## src/rtl/alu_result_fifo.sv

```systemverilog
// alu_result_fifo: capture stage behind the 64-bit ALU. Each accepted ALU
// result is stored with its opcode and two precomputed flags (zero and
// illegal-opcode) in a small FIFO. The head entry is presented to the
// writeback consumer over a valid/ready handshake.
// Optional build macro ALU_RESULT_STATS_EN adds saturating push/zero-push
// statistics counters (stat_pushes, stat_zero).
module alu_result_fifo #(
   parameter int WIDTH = 64,
   parameter int DEPTH = 4,
   parameter int OPW   = 4
) (
   input  logic                     clk,
   input  logic                     rst_n,
   input  logic                     in_valid,
   output logic                     in_ready,
   input  logic [OPW-1:0]           in_opcode,
   input  logic [WIDTH-1:0]         in_result,
   output logic                     out_valid,
   input  logic                     out_ready,
   output logic [OPW-1:0]           out_opcode,
   output logic [WIDTH-1:0]         out_result,
   output logic                     out_zero,
   output logic                     out_illegal,
`ifdef ALU_RESULT_STATS_EN
   output logic [31:0]              stat_pushes,
   output logic [31:0]              stat_zero,
`endif
   output logic [$clog2(DEPTH):0]   count
);

   localparam int PW = $clog2(DEPTH);
   localparam int CW = PW + 1;

   // Storage: one slot per entry, cleared on reset so an empty FIFO
   // reads as all-zero after reset.
   logic [WIDTH-1:0] data_q [DEPTH];
   logic [OPW-1:0]   op_q   [DEPTH];
   logic             zero_q [DEPTH];
   logic             ill_q  [DEPTH];

   logic [PW-1:0] wr_ptr_q, wr_ptr_d;
   logic [PW-1:0] rd_ptr_q, rd_ptr_d;
   logic [CW-1:0] count_q,  count_d;

   logic push;
   logic pop;
   logic in_zero;
   logic in_illegal;

   // Handshake status comes purely from registered occupancy; a full FIFO
   // refuses a write even if the head is popped in the same cycle.
   assign in_ready  = (count_q != CW'(DEPTH));
   assign out_valid = (count_q != '0);
   assign push      = in_valid && in_ready;
   assign pop       = out_valid && out_ready;
   assign count     = count_q;

   // Flags are evaluated once, at push time, and travel with the entry.
   assign in_zero    = (in_result == '0);
   assign in_illegal = (in_opcode > OPW'(5));

   // Head outputs come straight from the slot at the read pointer.
   assign out_result  = data_q[rd_ptr_q];
   assign out_opcode  = op_q[rd_ptr_q];
   assign out_zero    = zero_q[rd_ptr_q];
   assign out_illegal = ill_q[rd_ptr_q];

   // Next-state for pointers and occupancy; pointers wrap naturally.
   always_comb begin
      wr_ptr_d = wr_ptr_q;
      rd_ptr_d = rd_ptr_q;
      count_d  = count_q;
      if (push) begin
         wr_ptr_d = wr_ptr_q + PW'(1);
      end
      if (pop) begin
         rd_ptr_d = rd_ptr_q + PW'(1);
      end
      if (push && !pop) begin
         count_d = count_q + CW'(1);
      end else if (pop && !push) begin
         count_d = count_q - CW'(1);
      end
   end

   // Pointer and occupancy registers.
   always_ff @(posedge clk or negedge rst_n) begin
      if (!rst_n) begin
         wr_ptr_q <= '0;
         rd_ptr_q <= '0;
         count_q  <= '0;
      end else begin
         wr_ptr_q <= wr_ptr_d;
         rd_ptr_q <= rd_ptr_d;
         count_q  <= count_d;
      end
   end

   genvar gi;
   generate
      for (gi = 0; gi < DEPTH; gi++) begin : g_entry
         // Slot gi captures the incoming entry when it is the write target.
         always_ff @(posedge clk or negedge rst_n) begin
            if (!rst_n) begin
               data_q[gi] <= '0;
               op_q[gi]   <= '0;
               zero_q[gi] <= 1'b0;
               ill_q[gi]  <= 1'b0;
            end else if (push && (wr_ptr_q == PW'(gi))) begin
               data_q[gi] <= in_result;
               op_q[gi]   <= in_opcode;
               zero_q[gi] <= in_zero;
               ill_q[gi]  <= in_illegal;
            end
         end
      end
   endgenerate

`ifdef ALU_RESULT_STATS_EN
   logic [31:0] stat_pushes_q, stat_pushes_d;
   logic [31:0] stat_zero_q,   stat_zero_d;

   // Saturating counters: stick at all-ones instead of wrapping.
   always_comb begin
      stat_pushes_d = stat_pushes_q;
      stat_zero_d   = stat_zero_q;
      if (push && (stat_pushes_q != 32'hFFFF_FFFF)) begin
         stat_pushes_d = stat_pushes_q + 32'd1;
      end
      if (push && in_zero && (stat_zero_q != 32'hFFFF_FFFF)) begin
         stat_zero_d = stat_zero_q + 32'd1;
      end
   end

   // Statistics registers.
   always_ff @(posedge clk or negedge rst_n) begin
      if (!rst_n) begin
         stat_pushes_q <= '0;
         stat_zero_q   <= '0;
      end else begin
         stat_pushes_q <= stat_pushes_d;
         stat_zero_q   <= stat_zero_d;
      end
   end

   assign stat_pushes = stat_pushes_q;
   assign stat_zero   = stat_zero_q;
`endif

endmodule

```

## config.mk

```make
export PLATFORM = sky130hd
export DESIGN_NAME = alu_result_fifo
export DESIGN_NICKNAME = d
export VERILOG_FILES = /design/src/rtl/alu_result_fifo.sv
export SDC_FILE = /design/constraint.sdc
export NUM_CORES = 1
export LEC_CHECK = 0
export BUFFER_PORTS_ARGS = -buffer_cell sky130_fd_sc_hd__buf_2
export CAP_MARGIN = 20
export CELL_PAD_IN_SITES_DETAIL_PLACEMENT = 0
export CELL_PAD_IN_SITES_GLOBAL_PLACEMENT = 1
export CORE_ASPECT_RATIO = 0.6
export CORE_UTILIZATION = 30
export CTS_BUF_LIST = sky130_fd_sc_hd__clkbuf_4 sky130_fd_sc_hd__clkbuf_8
export DETAILED_ROUTE_END_ITERATION = 6
export PLACE_DENSITY_LB_ADDON = 0.3
export SKIP_LAST_GASP = 1
export SLEW_MARGIN = 5
export SYNTH_ARGS = -nofsm -noshare
export SYNTH_HDL_FRONTEND = slang
export SYNTH_SLANG_ARGS = --single-unit
export TNS_END_PERCENT = 20
```

## constraint.sdc

```tcl
create_clock -name clk -period 5.15 [get_ports clk]
set_clock_uncertainty 0.2 [all_clocks]
set_input_delay 0.7725 -clock clk [delete_from_list [all_inputs] [get_ports clk]]
set_output_delay 0.7725 -clock clk [all_outputs]
set_load 0.01 [all_outputs]
```

==> impl_results.md, run 1 <==
* Status: completed
* Vias in the first global route at 7722
* Final nets at 973
* FF-to-FF End: data_q[43]
* Mapped Area at 0.0127 mm2
* Avg Synthesized Cell Area at 17.3 um2
* Clock power frac at 20.2%
* Fin crit period at 3.70 ns
* Rel. slew slack at 38.6%
* Num ports at 147
* Setup-failing EPs final at 0
* Critical Path End: out_result[56]
* First-pass GRT wire length at 48.0 mm
* Clock sink total at 287
* VDD IR max at 0.218 mV
* Syn. warnings at 0
* R2R cell count at 6
* Initial antenna violation count at 5
* Worst hold path class: in2async
* CP Capture Type: primary output
* Max_cap viols at 0
* Register share of total power at 40.5%
* PwrDens at 692 mW/mm2
* Finished Layout Cells at 1491
* CP Max Fanout at 37
* Mapped Nets at 811
* Pins Over Slew Limit at 0
* Worst-margin pin slew at 0.921 ns
* Routed wire length at 30.5 mm
* Via count at 7099
* Routability cong. at 0.685
* Die W at 268 um
* Pint at 6.95 mW
* Full die area at 0.0432 mm2
* Critical Path Source: rd_ptr_q[0]
* Reg clk slew, reported paths at 0.06 ns
* Synthesized instance count at 733
* Sum Neg Setup Slack at 0 ns
* Worst Path Arrival at 2.72 ns
* Initial drt markers at 320
* Seq. cell area at 0.00719 mm2
* Post-placement cell count at 1406
* DRC viols at 0
* Hold buffer count at CTS at 0
* Count of cell types in the netlist at 23
* Core area at 0.0411 mm2
* Startpoint Class: flip-flop
* Clock root cell: clkbuf_8
* Final core utilization at 36.1%
* Share of cells above drive strength 1 at 61.5%
* Share of the yosys chip area belonging to registers at 56.6%
* Drt wl/cell at 20.5 um
* Fin crit share at 71.8%
* Number of synthesized register bits at 287
* Final Hold Viols at 0
* Setup Crit Path Kind: reg2out
* # fillers at 4003
* Port bufs at 146
* Drt pass-1 iters at 4
* Unrepaired setup endpoints after global routing: false
* CTS tree: yes
* Reg-to-reg setup timing slack at 2.32 ns
* GRT Util Overall at 14.6%
* Clk_lat worst skew at 0.58 ns
* Clock tree buffer depth at 3
* Vias per cell at 4.76
* H-tree depth at 2
* DPL Wire Length at 18.9 mm
* R2R Path Start: count[1]
* Gr ovfl total at 0
* Post-CTS setup buffer count at 0
* Psw at 3.32 mW
* Synth-to-Final Area Change at 17.0%
* Largest net degree at the start of global routing at 108
* Die Span Y at 161 um
* Switching share of power at 32.3%
* # rows at 57
* Total Power at 10.3 mW
* Final ANT Viol Nets at 0
* Total CTS buffers at 47
* Leak pwr at 6.41 nW
* Comb power frac at 39.3%
* Initial Util at 30.9%
* Max Clk Rate at 271 MHz
* Req. time, crit path at 4.18 ns
* Multi-input logic area at 0.00510 mm2
* Post_cts resized at 0
[cell families after synthesis]
kind of cell | Yosys count | synth area share, %
multiplexers | 351 | 37.4
flip-flops | 287 | 56.6
buffers and inverters | 48 | 3.19
AND/OR/NAND/NOR | 32 | 1.63
XOR/XNOR | 6 | 0.414
adder cells (fa/ha/maj) | 6 | 0.651
AO/OA/AOI/OAI | 3 | 0.158
[stage by stage]
step	hold WS (ns)	cell area, um2	setup WS (ns)
after global routing	0.0823	14800	1.22
after CTS	0.0666	14800	1.30
final	0.0408	14800	1.45
after detailed placement	0.277	13900	1.97
after floorplan	0.259	12700	2.78
after global placement	0.271	13900	1.98
[worst min path at each step]
stage / startpoint / to / depth (start not counted)
finish: rst_n / data_q[236] / 1
global route: rst_n / data_q[236] / 1
CTS: rst_n / data_q[170] / 1
detailed placement: data_q[90] / data_q[90] / 1
global placement: data_q[90] / data_q[90] / 1
floorplan: data_q[77] / data_q[77] / 1
[power groups by stage]
stage               registers [mW]  logic, mW  clock network [mW]
floorplan                     3.79       3.20                   0
global placement              4.18       4.05                   0
detailed placement            4.19       4.13                   0
CTS                           4.16       4.14                2.17
global route                  4.32       4.38                2.28
finish                        4.16       4.04                2.07
[critical path, cell delays in order, from the launching register on]
cell,delay [ns]
dfrtp_4,0.95
buf_12,0.40
mux4_2,0.60
buf_2,0.16
[Yosys cell counts]
master	n	area share, %
nand2_1	3	0.089
inv_1	3	0.089
or3_1	1	0.049
xor2_1	2	0.14
dfrtp_1	287	57
a21boi_1	1	0.059
buf_2	9	0.35
nor4_1	17	0.84
mux2_1	26	2.3
o21ai_0	1	0.039
nand4_1	4	0.20
mux2_2	255	23
fa_1	1	0.16
buf_4	1	0.059
buf_6	28	2.5
clkbuf_1	7	0.21
a21o_1	1	0.059
nor2_1	2	0.059
xnor2_1	4	0.28
nand3_1	1	0.039
nand2_4	4	0.35
ha_1	5	0.49
mux4_2	70	12
[area by class of cell]
class,count,share of cell area (%)
antenna,3,0.0506
clock buffer,74,6.27
clock inverter,8,0.345
inverter,3,0.0758
multi-input combinational,398,34.4
sequential,287,48.4
tap,560,4.72
timing repair buffer,158,5.76
[layout by cell type (no fill, tap or decap)]
cell type / synthesis / final
clkinv_2: 0 / 4
clkbuf_8: 0 / 60
buf_4: 1 / 10
or3_1: 1 / 1
mux2_2: 255 / 255
diode_2: 0 / 3
clkbuf_4: 0 / 14
fa_1: 1 / 1
xor2_1: 2 / 2
ha_1: 5 / 5
buf_12: 0 / 2
buf_2: 9 / 145
mux2_1: 26 / 26
mux4_2: 70 / 70
dfrtp_1: 287 / 285
o21ai_0: 1 / 1
inv_6: 0 / 1
buf_8: 0 / 1
inv_1: 3 / 3
a21boi_1: 1 / 1
nor2_1: 2 / 2
nand2_4: 4 / 4
xnor2_1: 4 / 4
clkinvlp_4: 0 / 3
nand2_1: 3 / 3
nand3_1: 1 / 1
nand4_1: 4 / 4
nor4_1: 17 / 17
a21o_1: 1 / 1
dfrtp_4: 0 / 2
[state kept, by name, indices dropped and copies added (netlist names)]
name and flops:
rd_ptr_q 2, data_q 256, ill_q 4, wr_ptr_q 2, count 3, op_q 16, zero_q 4
[metal layers]
metal | part of all wire, % | global-route usage [%] | vias to the layer above
li1 | - | - | 3114
met1 | 50 | 21.8 | 3796
met2 | 43 | 20.9 | 145
met3 | 5.3 | 3.87 | 40
met4 | 1.3 | 3.56 | 4
met5 | 0.082 | 0 | -
No activity file was read; power rests on OpenSTA's default activity.
==> inputs of run 2 (changes only) <==
==> constraint.sdc (replaced) <==
create_clock -name clk -period 3.7 [get_ports clk]
set_clock_uncertainty 0.2 [all_clocks]
set_input_delay 0.555 -clock clk [delete_from_list [all_inputs] [get_ports clk]]
set_output_delay 0.555 -clock clk [all_outputs]
set_load 0.01 [all_outputs]
==> impl_results.md, run 2 (synthesis gave the netlist of run 1 again) <==
* Initial Util at 30.9%
* Fin crit share at 85.3%
* Routability cong. at 0.689
* CTS tree: yes
* Final setup margin at 0.543 ns
* Placed Area at 0.0140 mm2
* Setup Crit Path Kind: reg2out
* Switching share of power at 32.3%
* Reg clk slew, reported paths at 0.07 ns
* FF-to-FF End: data_q[99]
* Drt wl/cell at 20.7 um
* CP Cell Sequence: buf_12 -> mux4_2 -> buf_2
* Synth-to-Final Area Change at 17.6%
* Worst-margin pin slew at 0.864 ns
* R2R Path Start: count[1]
* Most common cell after layout, fill and taps aside: dfrtp_1
* R2R cell count at 6
* Regs by FF count: data_q x256, op_q x16
* Startpoint Class: flip-flop
* Commonest cells after routing, fill and taps aside: dfrtp_1, mux2_2, buf_2
* Worst hold path class: in2reg
* Drt pass-1 iters at 4
* Die W at 268 um
* Biggest register: data_q
* Max_cap viols at 0
* Full die area at 0.0432 mm2
* Rel. slew slack at 41.8%
* Initial antenna violation count at 4
* Clock sink total at 287
* Place WS at 0.559 ns
* Core area at 0.0411 mm2
* GRT Util Overall at 14.8%
* Reg-to-reg setup timing slack at 1.28 ns
* Num ports at 147
* CP max stage delay at 0.71 ns
* Die Span Y at 161 um
* Fin crit period at 3.16 ns
* CP Max Fanout at 29
* DPL Wire Length at 19.7 mm
* Final nets at 981
* Sum Neg Setup Slack at 0 ns
* Final Hold Viols at 0
* Req. time, crit path at 2.94 ns
* Finished Cell Area at 0.0149 mm2
* H-tree depth at 2
* Status: completed
* Pint at 9.68 mW
* Hold wc startpoint: in_opcode[0]
* Register share of total power at 39.9%
* Clock root cell: clkbuf_8
* Final ANT Viol Nets at 0
* Hold path endpoint: op_q[12]
* Clk_lat worst skew at 0.56 ns
* Clock tree buffer depth at 3
* Cells on Worst Hold Path at 2
* DRC viols at 0
* Total CTS buffers at 46
* Max Clk Rate at 317 MHz
* CP Capture Type: primary output
* Post-CTS setup buffer count at 0
* Setup-failing EPs final at 0
* Comb power frac at 40.8%
* Share of cells above drive strength 1 at 61.4%
* Largest net degree at the start of global routing at 78
* Vias per cell at 4.77
* Hold buffer count at CTS at 1
* Pins Over Slew Limit at 0
* # fillers at 3960
* Worst Path Arrival at 2.40 ns
* Post_cts resized at 0
* Initial drt markers at 291
* PwrDens at 957 mW/mm2
* Port bufs at 146
* Clock power frac at 19.3%
* Routed wire length at 30.8 mm
* # rows at 57
* Via count at 7101
* CP max-delay cell: dfrtp_4
* Psw at 4.61 mW
* Vias in the first global route at 7746
* Gr ovfl total at 0
* VDD IR max at 0.285 mV
* Max reg flops at 256
* First-pass GRT wire length at 48.4 mm
* Leak pwr at 6.45 nW
* Unrepaired setup endpoints after global routing: false
-- run 2: worst max path at each step --
stage	slack, ns	start	endpoint	cells after the start
floorplan	1.43	count[1]	count[2]	8
global placement	0.50	in_result[1]	zero_q[1]	5
detailed placement	0.56	in_result[1]	zero_q[1]	5
CTS	0.43	rd_ptr_q[0]	out_result[58]	3
global route	0.37	rd_ptr_q[0]	out_result[58]	3
finish	0.54	rd_ptr_q[0]	out_result[28]	3
-- run 2: critical path: cells and delay by family, from the launching register on --
kind                   cells  cell delay, ns
muxes                      1            0.58
DFF                        1            0.71
buffers and inverters      2            0.49
-- run 2: metal layers --
| layer | share of wire (%) | global-route usage (%) |
|---|---|---|
| met5 | 0.026 | 0 |
| met4 | 1.3 | 3.25 |
| met3 | 4.7 | 3.72 |
| met2 | 44 | 21.7 |
| met1 | 50 | 22.0 |
-- run 2: final cells by class --
cell class | count | area, um2 | area share (%)
diodes | 2 | 5.00 | 0.0335
clock buffers | 67 | 847 | 5.68
clock inverters | 5 | 52.6 | 0.352
inverters | 3 | 11.3 | 0.0755
multi-input cells | 398 | 5100 | 34.2
flip-flops and latches | 287 | 7190 | 48.2
well taps | 560 | 701 | 4.70
repair buffers | 167 | 1010 | 6.79
-- run 2: power by group through the flow --
stage / clock network [mW] / registers, mW / logic (mW)
floorplan: 0 / 5.27 / 4.46
global placement: 0 / 5.74 / 5.89
finish: 2.76 / 5.70 / 5.83
global route: 3.01 / 5.92 / 6.32
CTS: 2.88 / 5.70 / 6.00
detailed placement: 0 / 5.74 / 5.99
-- run 2: through the flow --
step / utilization, % / instances / hold WS, ns / power, mW
final: 36.3 / 1489 / 0.0574 / 14.3
after global routing: 36.3 / 1487 / 0.0260 / 15.3
after CTS: 36.3 / 1487 / 0.00873 / 14.6
after detailed placement: 34.1 / 1414 / 0.277 / 11.7
after global placement: 34.1 / 1414 / 0.270 / 11.6
after floorplan: - / 733 / 0.0594 / 9.73
